===== src/rtl/otter_fetch_queue.sv =====
// rtl/otter_fetch_queue.sv - OTTER instruction fetch front end with {pc, ir} FIFO toward decode
module otter_fetch_queue #(
   parameter int unsigned DEPTH     = 4,
   parameter logic [31:0] RESET_VEC = 32'h0000_0000
) (
   input  logic        CLK,
   input  logic        RESET,
   input  logic        FLUSH,
   input  logic [31:0] FLUSH_PC,
   output logic        IMEM_REQ,
   output logic [31:0] IMEM_ADDR,
   input  logic        IMEM_ACK,
   input  logic [31:0] IMEM_RDATA,
   output logic        IF_VALID,
   output logic [31:0] IF_PC,
   output logic [31:0] IF_IR,
   input  logic        IF_READY
);

   localparam int unsigned CW = $clog2(DEPTH + 1);
   localparam int unsigned PW = $clog2(DEPTH);
   localparam logic [CW:0] DEPTH_C = DEPTH[CW:0];

   // RUN: nothing in flight; WAIT: read in flight, keep it; DROP: read in flight, discard it
   typedef enum logic [1:0] {RUN, WAIT, DROP} state_t;

   state_t        state_q, state_d;
   logic [31:0]   fetch_pc_q, fetch_pc_d;
   logic [31:0]   inflight_pc_q, inflight_pc_d;
   logic [CW-1:0] count_q, count_d;
   logic [PW-1:0] rd_ptr_q, rd_ptr_d;
   logic [PW-1:0] wr_ptr_q, wr_ptr_d;
   logic [31:0]   fifo_pc_q [DEPTH];
   logic [31:0]   fifo_ir_q [DEPTH];

   logic          space;
   logic          issue;
   logic          push;
   logic          pop;
   logic [CW:0]   occupancy;
   logic          unused_flush_pc_bits;

   // An in-flight read already owns a slot, so it counts against free space;
   // a same-cycle pop is deliberately not credited to keep the request path short.
   assign occupancy = {1'b0, count_q} + {{CW{1'b0}}, (state_q != RUN)};
   assign space     = (occupancy < DEPTH_C);
   assign issue     = RESET && !FLUSH && space &&
                      ((state_q == RUN) || ((state_q == WAIT) && IMEM_ACK));
   assign push      = (state_q == WAIT) && IMEM_ACK && !FLUSH;
   assign pop       = (count_q != '0) && IF_READY && !FLUSH;

   assign IMEM_REQ  = issue;
   assign IMEM_ADDR = fetch_pc_q;
   assign IF_VALID  = (count_q != '0);
   assign IF_PC     = fifo_pc_q[rd_ptr_q];
   assign IF_IR     = fifo_ir_q[rd_ptr_q];

   // Redirect targets are word aligned; the low bits carry no information
   assign unused_flush_pc_bits = ^FLUSH_PC[1:0];

   // Next-state: flush overrides everything, otherwise issue/accept/pop bookkeeping
   always_comb begin
      state_d       = state_q;
      fetch_pc_d    = fetch_pc_q;
      inflight_pc_d = inflight_pc_q;
      count_d       = count_q;
      rd_ptr_d      = rd_ptr_q;
      wr_ptr_d      = wr_ptr_q;
      if (FLUSH) begin
         count_d    = '0;
         rd_ptr_d   = '0;
         wr_ptr_d   = '0;
         fetch_pc_d = {FLUSH_PC[31:2], 2'b00};
         state_d    = ((state_q != RUN) && !IMEM_ACK) ? DROP : RUN;
      end else begin
         if (issue) begin
            fetch_pc_d    = fetch_pc_q + 32'd4;
            inflight_pc_d = fetch_pc_q;
            state_d       = WAIT;
         end else begin
            case (state_q)
               WAIT:    if (IMEM_ACK) state_d = RUN;
               DROP:    if (IMEM_ACK) state_d = RUN;
               default: state_d = RUN;
            endcase
         end
         if (push) wr_ptr_d = wr_ptr_q + PW'(1);
         if (pop)  rd_ptr_d = rd_ptr_q + PW'(1);
         case ({push, pop})
            2'b10:   count_d = count_q + CW'(1);
            2'b01:   count_d = count_q - CW'(1);
            default: count_d = count_q;
         endcase
      end
   end

   // Control and pointer registers
   always_ff @(posedge CLK or negedge RESET) begin
      if (!RESET) begin
         state_q       <= RUN;
         fetch_pc_q    <= RESET_VEC;
         inflight_pc_q <= '0;
         count_q       <= '0;
         rd_ptr_q      <= '0;
         wr_ptr_q      <= '0;
      end else begin
         state_q       <= state_d;
         fetch_pc_q    <= fetch_pc_d;
         inflight_pc_q <= inflight_pc_d;
         count_q       <= count_d;
         rd_ptr_q      <= rd_ptr_d;
         wr_ptr_q      <= wr_ptr_d;
      end
   end

   // FIFO storage; cleared on reset so the head reads zero while empty
   always_ff @(posedge CLK or negedge RESET) begin
      if (!RESET) begin
         for (int i = 0; i < int'(DEPTH); i++) begin
            fifo_pc_q[i] <= '0;
            fifo_ir_q[i] <= '0;
         end
      end else if (push) begin
         fifo_pc_q[wr_ptr_q] <= inflight_pc_q;
         fifo_ir_q[wr_ptr_q] <= IMEM_RDATA;
      end
   end

endmodule


===== config.mk =====
export PLATFORM = sky130hd
export DESIGN_NAME = otter_fetch_queue
export DESIGN_NICKNAME = d
export VERILOG_FILES = /design/src/rtl/otter_fetch_queue.sv
export SDC_FILE = /design/constraint.sdc
export NUM_CORES = 1
export LEC_CHECK = 0
export ABC_CLOCK_PERIOD_IN_PS = 2160
export CAP_MARGIN = 20
export CORE_MARGIN = 1.5
export CORE_UTILIZATION = 50
export DETAILED_ROUTE_END_ITERATION = 16
export GPL_ROUTABILITY_DRIVEN = 1
export PLACE_DENSITY = 0.77
export SLEW_MARGIN = 20
export SYNTH_ARGS = -nofsm -noshare
export SYNTH_HDL_FRONTEND = slang
export SYNTH_SLANG_ARGS = --single-unit

===== constraint.sdc =====
create_clock -name CLK -period 2.16 [get_ports CLK]
set_input_delay 0.432 -clock CLK [delete_from_list [all_inputs] [get_ports CLK]]
set_output_delay 0.432 -clock CLK [all_outputs]
set_load 0.005 [all_outputs]

* Word-level counts from Yosys, hierarchy flattened
Cells that the tools add are included.
Widths: inputs -> output; s select.
** Storage, ports and cells
- Register bits after elaboration :: 329
- Output and inout port bits :: 98
- Bits of input ports :: 69
- Word-level logic and storage cells :: 76
** Operators by class
- Eq/ne operators :: 5
- Bitwise logic cells :: 3
- Muxes and demuxes :: 23
- Add/subtract/negate cells :: 6
- Reductions and logical operators :: 21
- Magnitude comparators :: 4
** Operator list (number)
- $bwmux 128 :: 2
- $mux 32 :: 7
- $bmux 32 s2 :: 2
- $demux 32 s2 :: 1
- $add 32x3->32 const B :: 1
- $mux 2 :: 9
- $logic_and 1x1->1 :: 9
- $reduce_bool 2->1 :: 4
- $ge 3x3->1 const B :: 2
- $not 2->3 :: 2
- $pmux 3 s2 :: 1
- $reduce_bool 3->1 :: 2
- $add 2x1->2 const B :: 2
- $add 3x1->4 :: 1
- $eq 2x1->1 const B :: 2
- $eq 2x2->1 const B :: 2
- $lt 4x3->1 const B :: 1
- $ne 4x1->1 const B :: 1
- $add 3x1->3 const B :: 1
- $lt 3x1->1 const B :: 1
- $mux 3 :: 1
- $sub 3x1->3 const B :: 1
- $logic_not 1->1 :: 2
- $logic_not 2->1 :: 1
- other kinds (4) :: 4

* Depth between registers and ports, before layout
Gate-level depths: netlist (run 1).
- Depth after elaboration :: 7
- Mapped depth :: 10
- Depth with buffers taken out :: 10

* Worst setup path before layout (run 1)
No wires, ideal clock.
- Path kind :: register -> output
- Start point :: register rd_ptr_q[0]
- End point :: output IF_IR[0]
- Setup slack :: -0.072 ns
- Arrival :: 1.800 ns
- Data required time :: 1.728 ns
- Stages on the path, launching flop included :: 4
- Path buffers :: 2
- Path through :: dfrtp_1 -> clkbuf_1 -> buf_1 -> mux4_2
** Between the ends
- Longest elaborated chain between the ends :: 4
** Ends and longest elaborated chain
- start: declaration :: line 31 : logic [PW-1:0] rd_ptr_q, rd_ptr_d;
- start signal: assignment :: line 111 : rd_ptr_q <= rd_ptr_d;
- $not 2->3 (not written as such) :: line 56 : assign IF_IR = fifo_ir_q[rd_ptr_q];
- $bmux 32 s2 :: line 56
- $mux 32 (not written as such) (2 in a row) :: line 56
- end: declaration :: line 16 : output logic [31:0] IF_IR,
No other way between the ends. The select of a mux whose other input is x is not followed.

* Worst setup path in the final report (run 1)
- Start point :: register rd_ptr_q[0]
- End point :: output IF_PC[13]
** Between the ends
- Longest elaborated chain between the ends :: 4
** Ends and longest elaborated chain
- $not 2->3 (not written as such) :: line 55 : assign IF_PC = fifo_pc_q[rd_ptr_q];
- $bmux 32 s2 :: line 55
- $mux 32 (not written as such) (2 in a row) :: line 55
- end: declaration :: line 15 : output logic [31:0] IF_PC,
No other way between the ends. The select of a mux whose other input is x is not followed.

==> results of run 1 <==
==> per-stage QoR <==
step	cell area [µm²]	cells	util (%)	setup TNS [ns]	setup slack [ns]
CTS	17980	1561	64.91	-15.06	-0.3278
finish	18050	1565	65.14	-12.73	-0.3127
global placement	16700	1483	60.29	-4.449	-0.1925
detailed placement	16700	1483	60.29	-7.892	-0.2006
floorplan	14020	932	-	0	0.04108
global route	18040	1563	65.12	-15.62	-0.3484
==> final timing paths <==
| check | depth (start not counted) | startpoint | end | slack (ns) |
|---|---|---|---|---|
| hold reg to reg | 1 | fifo_ir_q[48] | fifo_ir_q[48] | 0.50 |
| setup reg to reg | 5 | IMEM_ADDR[16] | IMEM_ADDR[27] | 0.04 |
| max in group asynchronous | 3 | RESET | fifo_pc_q[90] | 1.08 |
| min in group CLK | 2 | FLUSH | rd_ptr_q[1] | 0.26 |
| setup / recovery | 5 | rd_ptr_q[0] | IF_PC[13] | -0.31 |
| hold / removal | 2 | RESET | fifo_ir_q[109] | -0.001 |
==> area by class of cell <==
cell class,instances,share of cell area [%]
repair buffers,248,13.92
clock buffers,48,5.512
well taps,378,2.621
clock inverters,12,0.9498
flip-flops and latches,317,43.99
inverters,7,0.1456
diodes,2,0.02773
multi-input cells,553,32.83
==> worst max-delay path, stage by stage (launching register included) <==
cell,delay [ns]
sky130_fd_sc_hd__dfrtp_4,0.53
sky130_fd_sc_hd__buf_12,0.15
sky130_fd_sc_hd__buf_16,0.14
sky130_fd_sc_hd__buf_8,0.13
sky130_fd_sc_hd__mux4_2,0.43
sky130_fd_sc_hd__buf_6,0.15
==> cell families (layout without fill, tap and decap cells) <==
| family | Yosys count | after routing | share of synthesized area (%) |
|---|---|---|---|
| AND/OR/NAND/NOR | 129 | 130 | 4.691 |
| XOR/XNOR | 23 | 23 | 1.439 |
| buffers and inverters | 63 | 315 | 1.850 |
| AO/OA/AOI/OAI | 43 | 43 | 1.885 |
| multiplexers | 345 | 345 | 32.69 |
| other | 1 | 6 | 0.02678 |
| flip-flops | 317 | 317 | 56.65 |
| adder cells (fa/ha/maj) | 8 | 8 | 0.7684 |
==> metal layers <==
layer / up-vias / share of wire (%)
met3: 44 / 5.9
met4: 0 / 1.8
met1: 4629 / 43
met2: 214 / 49
met5: - / 0
li1: 3910 / -
==> sequential cells by signal, indices dropped and copies added, names as in the netlist <==
name and flops:
IMEM_ADDR 30, state_q 2, fifo_ir_q 128, wr_ptr_q 2, rd_ptr_q 2, count_q 3, fifo_pc_q 120, inflight_pc_q 30
==> report_power, final <==
part,internal [W],switching [W]
clock,0.00370,0.00235
sequential,0.00717,0.000916
combinational,0.00386,0.00226
total,0.0147,0.00552
==> repair_timing <==
item,4_1_cts,5_1_grt
pin swaps,1,6
gates resized for setup,289,14
hold buffers,1,1
endpoints found under the hold margin,5,5
setup endpoints to repair,64,71
gates cloned,5,1
setup buffers,13,3
==> placed cells by master (no fill, tap or decap), types with 5 or more instances in the layout <==
cell                              count
sky130_fd_sc_hd__a31oi_1              5
sky130_fd_sc_hd__buf_12              29
sky130_fd_sc_hd__buf_2               50
sky130_fd_sc_hd__buf_4               47
sky130_fd_sc_hd__buf_6               19
sky130_fd_sc_hd__clkbuf_1             6
sky130_fd_sc_hd__clkbuf_16           35
sky130_fd_sc_hd__clkbuf_8             7
sky130_fd_sc_hd__clkdlybuf4s50_1     94
sky130_fd_sc_hd__clkinv_2             5
sky130_fd_sc_hd__dfrtp_1            314
sky130_fd_sc_hd__ha_1                 5
sky130_fd_sc_hd__inv_1                6
sky130_fd_sc_hd__mux2_2             279
sky130_fd_sc_hd__mux4_2              62
sky130_fd_sc_hd__nand2_1             38
sky130_fd_sc_hd__nand2_4              5
sky130_fd_sc_hd__nand3_1             14
sky130_fd_sc_hd__nand4_1             10
sky130_fd_sc_hd__nor2_1              18
sky130_fd_sc_hd__nor2b_1              6
sky130_fd_sc_hd__nor3_1               7
sky130_fd_sc_hd__nor4_1               5
sky130_fd_sc_hd__o21ai_0             20
sky130_fd_sc_hd__o31ai_1              5
sky130_fd_sc_hd__or4_1                5
sky130_fd_sc_hd__xnor2_1             13
sky130_fd_sc_hd__xor2_1              10
==> results.md, run 1 <==
| Result | This run | Unit |
|---|---|---|
| Number of rows created at floorplan | 61 | - |
| Post-route antenna net violation count | 0 | - |
| Top-count cell post-synth | sky130_fd_sc_hd__dfrtp_1 | - |
| Post-DP HPWL | 20,130 | µm |
| Detailed-routing iteration count for the pre-antenna-repair pass | 4 | - |
| Area growth from synthesis to layout | 28.88 | % |
| Count of fill cells added during filler insertion | 1,992 | - |
| Worst Setup Slack, final | -0.3127 | ns |
| Warnings from Yosys | 0 | - |
| Post-synth EDFFs | 0 | - |
| Clock transition at path regs | 0.06 | ns |
| Final worst-path cycle share | 114.5 | % |
| Mean routed wirelength per cell | 20.55 | µm |
| Kind of capture point of the worst setup path | primary output | - |
| Count of nets after finishing | 1,239 | - |
| Post-detailed-routing wire length | 32,170 | µm |
| Clock buffer count from CTS | 35 | - |
| First-pass GRT wire length | 51,560 | µm |
| Die area | 29,020 | µm² |
| Total standard cell area after synthesis | 14,000 | µm² |
| Port buffer count | 160 | - |
| Sequential area share after synthesis | 56.65 | % |
| Top Ports | 167 | - |
| Area taken by flip-flops and latches | 7939 | µm² |
| Unrepaired setup endpoints after global routing | yes | - |
| Met1 Resource Use GR | 30.44 | % |
| CTS tree | built | - |
| Type of the worst setup path | flip-flop to primary output | - |
| Commonest cells in the synthesized netlist | 317 x sky130_fd_sc_hd__dfrtp_1, 279 x sky130_fd_sc_hd__mux2_2, 62 x sky130_fd_sc_hd__mux4_2 | - |
| Share of Yosys cell area claimed by the top area cell type | 56.65 | % |
| Violations in the final reports | hold timing, setup timing | - |
| Crit path arrival time | 2.04 | ns |
| Fraction of layout cells with a size suffix above 1 | 48.02 | % |
| Die Span X | 170.4 | µm |
| Detailed-route DRC error count | 0 | - |
| Async SR Flop Fraction | 100.0 | % |
| Min-Delay Path Class | primary input to async pin | - |
| Number of buffers between clock root and the deepest sink | 3 | - |
| Number of vias per cell after detailed routing | 5.621 | - |
| Number of distinct library cells after synthesis | 45 | - |
| Clock Skew | 0.01362 | ns |
| Number of global-route vias before repair | 9,490 | - |
| Overall Power | 0.02025 | W |
| Crit Path Max Fanout | 5 | - |
| Clock insertion delay at the later pin of the skew report | 0.51 | ns |
| Static Leakage | 8.348 | nW |
| Hold Vio Cnt, Final | 1 | - |
| Pwr dens | 1122 | nW/µm² |
| Count of pins over their slew limit | 0 | - |
| Final setup fails | 62 | - |
| Commonest register cell after synthesis | sky130_fd_sc_hd__dfrtp_1 | - |
| Clock H-tree levels | 2 | - |
| Max IR drop VDD | 0.0006464 | V |
| Core ar. | 27,710 | µm² |
| Initial core utilization | 50.54 | % |
| Final Critical Period | 2.473 | ns |
| Sum of overflow across all layers after global routing | 0 | - |
| Slew Limit Headroom | 53.52 | % |
| Total of max-cap violations | 0 | - |
| Met3 Use GR | 5.023 | % |
| Outcome | finished with violations | - |
| DRT iter0 DRCs | 399 | - |
| Gp weighted congestion | 0.8175 | - |
| Die Span Y | 170.4 | µm |
| Post-synthesis cell type with the largest combined area | sky130_fd_sc_hd__dfrtp_1 | - |
| Initial antenna violation count | 1 | - |
| Cell types with the largest area share after synthesis | sky130_fd_sc_hd__dfrtp_1 57%, sky130_fd_sc_hd__mux2_2 22%, sky130_fd_sc_hd__mux4_2 10% | - |
| Most Used Layer, Global Route | met2 | - |
| Global routing met2 resource utilization | 38.47 | % |
| Area used by multi-input combinational logic | 5926 | µm² |
| Post-synthesis area per instance | 15.07 | µm² |
| FMAX | 404.4 | MHz |
| Number of flip-flops and latches in the synthesized netlist | 317 | - |
| Root buffer cell | sky130_fd_sc_hd__clkbuf_16 | - |
| Syn Inst Count | 929 | - |
| Data required, critical path | 1.73 | ns |
| Clock net sink count | 317 | - |
| Global-route usage over all layers | 22.98 | % |
| Worst slew pin tran | 0.6973 | ns |
| Vias | 8,797 | - |
| Startpoint class of the critical path | flip-flop | - |
| Largest net degree at the start of global routing | 96 | - |
| Final Hold Slack | -0.001375 | ns |
Note: power is estimated with default switching activity, not from simulation.
==> inputs of run 2 (changes only) <==
--- a/config.mk
+++ b/config.mk
@@ -11,7 +11,7 @@
 export CORE_UTILIZATION = 50
 export DETAILED_ROUTE_END_ITERATION = 16
 export GPL_ROUTABILITY_DRIVEN = 1
-export PLACE_DENSITY = 0.77
+export PLACE_DENSITY = 0.76
 export SLEW_MARGIN = 20
 export SYNTH_ARGS = -nofsm -noshare
 export SYNTH_HDL_FRONTEND = slang
==> results.md, run 2 (same netlist as run 1, synthesis figures left out) <==
| Result | This run | Unit | Delta |
|---|---|---|---|
| Outcome | finished with violations | - | unchanged |
| Violations in the final reports | setup timing | - | was hold timing, setup timing |
| Count of nets after finishing | 1,248 | - | was 1,239 |
| Unrepaired setup endpoints after global routing | yes | - | unchanged |
| Number of rows created at floorplan | 61 | - | unchanged |
| Slew Limit Headroom | 42.64 | % | was 53.52% |
| R2r setup slk | 0.07 | ns | was 0.04 ns |
| Number of buffers between clock root and the deepest sink | 3 | - | unchanged |
| Largest registers | fifo_ir_q: 128 flops, fifo_pc_q: 120 flops | - | unchanged |
| Count of fill cells added during filler insertion | 2,017 | - | was 1,992 |
| Worst slew pin tran | 0.8604 | ns | was 0.6973 ns |
| Port buffer count | 160 | - | unchanged |
| Worst Setup EP | IF_PC[7] | - | was IF_PC[13] |
| Max FFs per register | 128 | - | unchanged |
| Post-detailed-routing wire length | 31,400 | µm | was 32,170 µm |
| Capture point of the worst reg-to-reg path | IMEM_ADDR[21] | - | was IMEM_ADDR[27] |
| Final Critical Period | 2.479 | ns | was 2.473 ns |
| Min-Delay Path Class | primary input to async pin | - | unchanged |
| Pwr dens | 1115 | nW/µm² | was 1122 nW/µm² |
| Root buffer cell | sky130_fd_sc_hd__clkbuf_16 | - | unchanged |
| FMAX | 403.3 | MHz | was 404.4 MHz |
| Data required, critical path | 1.73 | ns | about the same |
| R2r startpoint | IMEM_ADDR[15] | - | was IMEM_ADDR[16] |
| Detailed-route DRC error count | 0 | - | unchanged |
| Clock Skew | 0.01170 | ns | was 0.01362 ns |
| Final worst-path cycle share | 114.8 | % | was 114.5% |
| Number of global-route vias before repair | 9,267 | - | was 9,490 |
| Most common cell after layout, fill and taps aside | sky130_fd_sc_hd__dfrtp_1 | - | unchanged |
| Top library cells by usage in the layout, fill and taps aside | 314 x sky130_fd_sc_hd__dfrtp_1, 279 x sky130_fd_sc_hd__mux2_2, 94 x sky130_fd_sc_hd__clkdlybuf4s50_1, 62 x sky130_fd_sc_hd__mux4_2, 60 x sky130_fd_sc_hd__buf_4 | - | was 314 x sky130_fd_sc_hd__dfrtp_1, 279 x sky130_fd_sc_hd__mux2_2, 94 x sky130_fd_sc_hd__clkdlybuf4s50_1, 62 x sky130_fd_sc_hd__mux4_2, 50 x sky130_fd_sc_hd__buf_2 |
| Initial antenna violation count | 2 | - | was 1 |
| Kind of capture point of the worst setup path | primary output | - | unchanged |
| Area growth from synthesis to layout | 28.75 | % | was 28.88% |
| Clock H-tree levels | 2 | - | unchanged |
| Post-DP HPWL | 19,790 | µm | was 20,130 µm |
| Top Ports | 167 | - | unchanged |
| Most Used Layer, Global Route | met2 | - | unchanged |
| Die Span Y | 170.4 | µm | unchanged |
| Crit. Startpoint | rd_ptr_q[0] | - | unchanged |
| Global-route usage over all layers | 22.62 | % | was 22.98% |
| Hold Vio Cnt, Final | 0 | - | was 1 |
| Mean routed wirelength per cell | 19.93 | µm | was 20.55 µm |
| Met1 Resource Use GR | 30.25 | % | was 30.44% |
| Area used by multi-input combinational logic | 5889 | µm² | was 5926 µm² |
| Crit path arrival time | 2.05 | ns | was 2.04 ns |
| Clock net sink count | 317 | - | unchanged |
| Core ar. | 27,710 | µm² | unchanged |
| Sum of overflow across all layers after global routing | 0 | - | unchanged |
| Clock transition at path regs | 0.06 | ns | about the same |
| Die area | 29,020 | µm² | unchanged |
| Met3 Use GR | 5.140 | % | was 5.023% |
| Global routing met2 resource utilization | 37.46 | % | was 38.47% |
| DRT iter0 DRCs | 509 | - | was 399 |
| Detailed-routing iteration count for the pre-antenna-repair pass | 5 | - | was 4 |
| Largest net degree at the start of global routing | 135 | - | was 96 |
| Type of the worst setup path | flip-flop to primary output | - | unchanged |
| Overall Power | 0.02011 | W | was 0.02025 W |
| Total of max-cap violations | 0 | - | unchanged |
| Final setup fails | 62 | - | unchanged |
| Max IR drop VDD | 0.0007800 | V | was 0.0006464 V |
| Fraction of layout cells with a size suffix above 1 | 47.83 | % | was 48.02% |
| Gp weighted congestion | 0.7908 | - | was 0.8175 |
| Top register by number of flip-flops | fifo_ir_q | - | unchanged |
| Initial core utilization | 50.54 | % | unchanged |
| First-pass GRT wire length | 50,870 | µm | was 51,560 µm |
| Count of pins over their slew limit | 0 | - | unchanged |
| Crit Path Max Fanout | 6 | - | was 5 |
| Clock insertion delay at the later pin of the skew report | 0.50 | ns | was 0.51 ns |
| Worst Setup Slack, final | -0.3194 | ns | was -0.3127 ns |
| Startpoint class of the critical path | flip-flop | - | unchanged |
| Post-layout util | 65.08 | % | was 65.14% |
| Depth of the worst register-to-register path | 6 | - | was 5 |
| Area taken by flip-flops and latches | 7941 | µm² | was 7939 µm² |
| Static Leakage | 8.377 | nW | was 8.348 nW |
| CTS tree | built | - | unchanged |
| Number of vias per cell after detailed routing | 5.520 | - | was 5.621 |
| Clock buffer count from CTS | 35 | - | unchanged |
| Post-route antenna net violation count | 0 | - | unchanged |
| Die Span X | 170.4 | µm | unchanged |
| Vias | 8,694 | - | was 8,797 |
==> run 2: changes by cell type in the layout (fill, tap and decap cells not counted), moves of 2 or more <==
cell,delta
sky130_fd_sc_hd__buf_12,-6
sky130_fd_sc_hd__buf_2,-5
sky130_fd_sc_hd__buf_4,+13
sky130_fd_sc_hd__bufinv_16,-2
sky130_fd_sc_hd__clkbuf_16,+3
sky130_fd_sc_hd__clkbuf_2,+5
sky130_fd_sc_hd__dlygate4sd2_1,+3
sky130_fd_sc_hd__inv_6,-3
==> run 2: critical path, cell delays in order (launching register included) <==
cell                      delay (ns)
sky130_fd_sc_hd__dfrtp_4        0.51
sky130_fd_sc_hd__buf_12         0.17
sky130_fd_sc_hd__buf_16         0.14
sky130_fd_sc_hd__buf_6          0.12
sky130_fd_sc_hd__mux4_2         0.46
sky130_fd_sc_hd__buf_2          0.15
==> run 2: metal layers <==
metal	vias to the layer above	wire length [µm]
li1	3917	-
met1	4476	13620
met2	248	15200
met3	51	1990
met4	2	576
met5	-	7
==> run 2: cell type report <==
class / instances / area share [%]
Clock inverter: 10 / 0.6107
Multi-Input combinational cell: 552 / 32.66
Sequential cell: 317 / 44.05
Clock buffer: 52 / 5.892
Inverter: 7 / 0.1457
Timing Repair Buffer: 258 / 14.00
Tap cell: 378 / 2.623
Antenna cell: 1 / 0.01388
==> run 2: timing repair <==
item / in CTS / in global routing
pin swaps: 4 / 4
hold buffers: 1 / 0
gates cloned: 4 / 1
resized for setup: 259 / 17
hold endpoints to repair: 4 / 0
buffers inserted: 20 / 8
setup endpoints to repair: 271 / 69
==> run 2: through the flow <==
step / instances / setup WS (ns) / TNS (ns) / cell area, µm² / hold slack (ns)
3_5_place_dp: 1480 / -0.4615 / -105.52 / 16650 / 0.2282
3_3_place_gp: 1480 / -0.3720 / -89.43 / 16650 / 0.2286
4_1_cts: 1567 / -0.3482 / -15.52 / 17950 / 0.1683
5_1_grt: 1575 / -0.3787 / -17.32 / 18030 / 0.2036
6_report: 1575 / -0.3194 / -13.36 / 18030 / 0.1372
2_1_floorplan: 932 / 0.04108 / 0 / 14020 / 0.1364
==> run 2: worst min-delay path by stage <==
stage	startpoint	slack, ns	endpoint
after floorplan	RESET	0.14	IMEM_ADDR[10]
after global placement	RESET	0.23	IMEM_ADDR[4]
after detailed placement	RESET	0.23	IMEM_ADDR[4]
after CTS	RESET	0.17	inflight_pc_q[4]
after global routing	RESET	0.20	inflight_pc_q[5]
final	RESET	0.14	inflight_pc_q[5]
==> run 2: power by group <==
part	leakage, nW	total, W	switching (W)	internal (W)
registers	4.16	0.00806	0.000897	0.00717
logic	3.64	0.00606	0.00224	0.00382
clock network	0.584	0.00598	0.00233	0.00365
